### config.mk
export PLATFORM = sky130hd
export DESIGN_NAME = pipelined_lookahead_adder
export DESIGN_NICKNAME = d
export VERILOG_FILES = /design/src/rtl/pipelined_lookahead_adder.sv
export SDC_FILE = /design/constraint.sdc
export NUM_CORES = 1
export LEC_CHECK = 0
export ABC_CLOCK_PERIOD_IN_PS = 2400
export BUFFER_PORTS_ARGS = -buffer_cell sky130_fd_sc_hd__buf_2
export CELL_PAD_IN_SITES_DETAIL_PLACEMENT = 1
export CELL_PAD_IN_SITES_GLOBAL_PLACEMENT = 2
export CORE_ASPECT_RATIO = 0.9
export CORE_MARGIN = 2
export CORE_UTILIZATION = 32
export DETAILED_ROUTE_END_ITERATION = 6
export GPL_TIMING_DRIVEN = 0
export PLACE_DENSITY = 0.87
export SYNTH_ARGS = -nofsm -noshare
export SYNTH_HDL_FRONTEND = slang
export SYNTH_SLANG_ARGS = --single-unit
### constraint.sdc
create_clock -name clk -period 2.4 [get_ports clk]
set_input_delay 0.36 -clock clk [delete_from_list [all_inputs] [get_ports clk]]
set_output_delay 0.36 -clock clk [all_outputs]
set_load 0.01 [all_outputs]
### src/rtl/pipelined_lookahead_adder.sv
// pipelined_lookahead_adder: N-bit two-level carry-lookahead adder/subtractor cut into STAGES slices.
// Define LA_ADDER_OVF_EN to add the signed-overflow output ovf.
module pipelined_lookahead_adder #(
    parameter int N      = 16,
    parameter int STAGES = 2,
    parameter int G      = 4
) (
    input  logic         clk,
    input  logic         rst,
    input  logic         in_valid,
    output logic         in_ready,
    input  logic [N-1:0] A,
    input  logic [N-1:0] B,
    input  logic         ci,
    input  logic         sub,
    output logic         out_valid,
    input  logic         out_ready,
    output logic [N-1:0] sumAB,
`ifdef LA_ADDER_OVF_EN
    output logic         ovf,
`endif
    output logic         cAB
);
    localparam int W  = N / STAGES;
    localparam int NG = W / G;

    if (STAGES < 1 || N % (STAGES * G) != 0) begin : g_bad_cfg
        $error("pipelined_lookahead_adder: N must be a multiple of STAGES*G");
    end

    // Returns {carry_out, sum}; every carry is a flat sum of products of p/g terms.
    function automatic logic [W:0] cla(input logic [W-1:0] a, input logic [W-1:0] b, input logic cin);
        logic [W-1:0] p, g, c;
        logic [NG-1:0] gp, gg;
        logic [NG:0] gc;
        logic t;
        p = a ^ b;
        g = a & b;
        for (int i = 0; i < NG; i++) begin
            gp[i] = &p[i*G +: G];
            gg[i] = 1'b0;
            for (int j = 0; j < G; j++) begin
                t = g[i*G+j];
                for (int m = j + 1; m < G; m++) t = t & p[i*G+m];
                gg[i] = gg[i] | t;
            end
        end
        for (int i = 0; i <= NG; i++) begin
            t = cin;
            for (int m = 0; m < i; m++) t = t & gp[m];
            gc[i] = t;
            for (int j = 0; j < i; j++) begin
                t = gg[j];
                for (int m = j + 1; m < i; m++) t = t & gp[m];
                gc[i] = gc[i] | t;
            end
        end
        for (int i = 0; i < NG; i++) begin
            for (int j = 0; j < G; j++) begin
                t = gc[i];
                for (int m = 0; m < j; m++) t = t & p[i*G+m];
                c[i*G+j] = t;
                for (int l = 0; l < j; l++) begin
                    t = g[i*G+l];
                    for (int m = l + 1; m < j; m++) t = t & p[i*G+m];
                    c[i*G+j] = c[i*G+j] | t;
                end
            end
        end
        return {gc[NG], p ^ c};
    endfunction

    logic [N-1:0] a_q [STAGES], b_q [STAGES], s_q [STAGES];
    logic [N-1:0] a_i [STAGES], b_i [STAGES], s_i [STAGES];
    logic         c_q [STAGES], v_q [STAGES], c_i [STAGES], v_i [STAGES];
    logic [W:0]   r   [STAGES];
    logic         advance;

    assign advance  = !v_q[STAGES-1] || out_ready;
    assign in_ready = advance;

    // Stage k adds slice k; operands above it ride along, finished slices below it are carried forward.
    for (genvar k = 0; k < STAGES; k++) begin : g_stage
        if (k == 0) begin : g_head
            assign a_i[k] = A;
            assign b_i[k] = sub ? ~B : B;
            assign c_i[k] = sub | ci;
            assign v_i[k] = in_valid;
            assign s_i[k] = '0;
        end else begin : g_body
            assign a_i[k] = a_q[k-1];
            assign b_i[k] = b_q[k-1];
            assign c_i[k] = c_q[k-1];
            assign v_i[k] = v_q[k-1];
            assign s_i[k] = s_q[k-1];
        end
        assign r[k] = cla(a_i[k][k*W +: W], b_i[k][k*W +: W], c_i[k]);
    end

    always_ff @(posedge clk or posedge rst) begin
        if (rst) begin
            for (int k = 0; k < STAGES; k++) begin
                a_q[k] <= '0;
                b_q[k] <= '0;
                s_q[k] <= '0;
                c_q[k] <= 1'b0;
                v_q[k] <= 1'b0;
            end
        end else if (advance) begin
            for (int k = 0; k < STAGES; k++) begin
                a_q[k]           <= a_i[k];
                b_q[k]           <= b_i[k];
                s_q[k]           <= s_i[k];
                s_q[k][k*W +: W] <= r[k][W-1:0];
                c_q[k]           <= r[k][W];
                v_q[k]           <= v_i[k];
            end
        end
    end

    assign out_valid = v_q[STAGES-1];
    assign sumAB     = s_q[STAGES-1];
    assign cAB       = c_q[STAGES-1];
`ifdef LA_ADDER_OVF_EN
    // Carry into the MSB is recovered as sum ^ a ^ b of that bit.
    assign ovf = s_q[STAGES-1][N-1] ^ a_q[STAGES-1][N-1] ^ b_q[STAGES-1][N-1] ^ c_q[STAGES-1];
`endif
endmodule

==> results.ini <==
[timing]
fin_skew_ns = 0.0109
finalHoldViolCount = 0
min_period_ns = 2.17
fin_crit_sh_pct = 90.4
relSlewSlack_pct = 59.1
fmax_mhz = 461
worstMarginPinSlew_ns = 0.613
rsz0062_at_grt = false
setup_viol = 0
final_max_slew_viol_count = 0
whs_ns = 0.0875

[clock_tree]
path_clk_slew_ns = 0.08
cts_buffer_depth = 2
clkSinkCount = 44
clkLatencyLatePin_ns = 0.29
h-tree-depth = 2
cts_buffers = 5
cts_tree = yes
cts_hold_buffers = 0
cts_root_buf = clkbuf_8

[synthesis]
synth-seq-area-share_pct = 44.2
synth_nets = 328
synth_edf_count = 0
ys.flop_type = dfrtp_1
syn_area_per_cell_um2 = 9.36
synth_cell_types = 29
postSynth.asyncResetShare_pct = 100
ys_seq_elements = 44
synth_cells = 266
yosys_warnings = 0
syn_area_um2 = 2490

[cells_and_area]
final_common_cell = nand2_1
layout-area-overhead-vs-synth_pct = 22.3
multi_input_area_um2 = 1320
final_area_um2 = 3040
nFillCells = 888
mostFrequentLayoutCells = 80 x nand2_1, 60 x buf_2, 44 x dfrtp_1
drive_above_1_share_pct = 24.4
register_area_um2 = 1100
layout.nets = 394
n_antenna_cell = 0

[critical_path]
end_kind = flip-flop
critPathTopFamily = compound AO/OA/AOI/OAI gates
path_cells = ha_1 > a21o_1 > a211oi_4 > o21ai_2 > ha_1 > o21ai_1 > nand2b_1 > xnor2_1 > a21oi_1
rr_worst_depth = 9
setup.worst_path.class = reg -> reg
crit_path_max_fanout = 3
cp_num_cells = 9
worst_path_largest_cell_delay_ns = 0.42
crit_top_cell = ha_1
arrival_ns = 2.35
path_buf_inv = 0
cp-start-kind = flip-flop
crit_slowest_cell = dfrtp_1
required_ns = 2.58

[placed_design]
placed_area_um2 = 2920
hpwl_um = 4580
place_congestion = 0.726
portBuffers = 55

[global_route]
antenna_found_initial = 0
grt_max_degree = 24
grt_pass1_vias = 2046
grt_usage_pct = 14.7
grt_overflow = 0
grt_pass1_wl_um = 10000

[pwr]
peakVddDrop_v = 0.000290
p_leak_nw = 1.52
pwr_density_cell_nw_per_um2 = 809

[routing]
firstDrtPassIters = 4
vias = 1984
finalWirelength_um = 5960
route.detailed.drc = 0
ant_nets = 0
via_per_inst = 4.64
drt-wirelength-per-cell_um = 13.9
drtIter0Drc = 49

[run]
maxCapViolCount = 0

[run_status]
outcome = finished clean

[floorplan]
ios = 57
die_w_um = 97.0
start_util_pct = 33.0
die-area_um2 = 8500
num_rows = 30
die_h_um = 87.7
coreArea_um2 = 7540

[worst_hold_path]
hold_path.class = in -> async

worst paths after layout:
kind                          start  slack (ns)         to
setup / recovery             a_i[8]        0.23  sumAB[14]
max in group asynchronous       rst        1.81     s_i[0]
setup reg to reg             a_i[8]        0.23  sumAB[14]
hold / removal                  rst        0.09  sumAB[13]
min in group clk               A[9]        0.26     a_i[9]
hold reg to reg            sumAB[5]        0.46   sumAB[5]
registers in the layout, indices dropped and copies added (netlist names):
| name | cells |
|---|---|
| out_valid | 1 |
| a_i | 8 |
| c_i | 1 |
| v_i | 1 |
| sumAB | 16 |
| b_i | 8 |
| cAB | 1 |
| s_i | 8 |
per-stage QoR:
step / instances / util [%] / setup TNS [ns] / setup WS (ns) / power (mW)
after global routing: 428 / 40.3 / 0 / 0.0121 / 2.68
final: 428 / 40.3 / 0 / 0.229 / 2.46
after floorplan: 266 / - / 0 / 0.0200 / 1.68
after CTS: 425 / 39.8 / 0 / 0.00644 / 2.47
after global placement: 417 / 38.3 / -0.462 / -0.247 / 1.97
after detailed placement: 418 / 38.7 / -0.738 / -0.313 / 2.02
synthesized netlist by cell type (3+ instances only):
master / count / area (µm²)
a21o_1: 3 / 22.5
a21oi_1: 15 / 75.1
buf_2: 6 / 30.0
clkbuf_1: 4 / 15.0
dfrtp_1: 44 / 1100
fa_1: 4 / 80.1
ha_1: 20 / 250
inv_1: 8 / 30.0
nand2_1: 80 / 300
nand2b_1: 5 / 31.3
nor2_1: 8 / 30.0
o211ai_1: 5 / 37.5
o21ai_0: 22 / 110
xnor2_1: 18 / 158
xor2_1: 10 / 87.6
power by group:
part           internal, mW  switching [mW]  total (mW)
logic                 0.428           0.516       0.944
registers             0.952           0.130        1.08
clock network         0.198           0.239       0.437
total                  1.58           0.884        2.46
cell families (layout without fill, tap and decap cells):
| kind of cell | Yosys count | count (layout) | synth area share, % |
|---|---|---|---|
| AND/OR/NAND/NOR | 98 | 98 | 15.8 |
| multiplexers | 1 | 1 | 0.402 |
| XOR/XNOR | 28 | 28 | 9.85 |
| AO/OA/AOI/OAI | 50 | 50 | 12.5 |
| adder cells (fa/ha/maj) | 24 | 24 | 13.3 |
| flip-flops | 44 | 44 | 44.2 |
| buffers and inverters | 21 | 87 | 3.92 |
per-layer routing:
layer | share of wire, % | track usage [%] | wire length, µm
met5 | 0 | 0 | 0
met3 | 3.5 | 2.79 | 209
met2 | 50 | 26.3 | 2960
met1 | 47 | 18.8 | 2780
met4 | 0.18 | 3.07 | 11
area by class of cell:
class / count / area share [%]
multi-input combinational: 201 / 43.2
sequential: 44 / 36.2
timing repair buffer: 60 / 10.9
tap: 96 / 3.95
clock buffer: 6 / 2.38
buffer: 11 / 2.06
inverter: 9 / 1.11
clock inverter: 1 / 0.164
timing repair:
item | in CTS | in global routing
pin swaps | 0 | 3
setup buffers | 0 | 4
endpoints found under the setup margin | 2 | 4
resized for setup | 2 | 5
No activity file was read; power rests on OpenSTA's default activity.
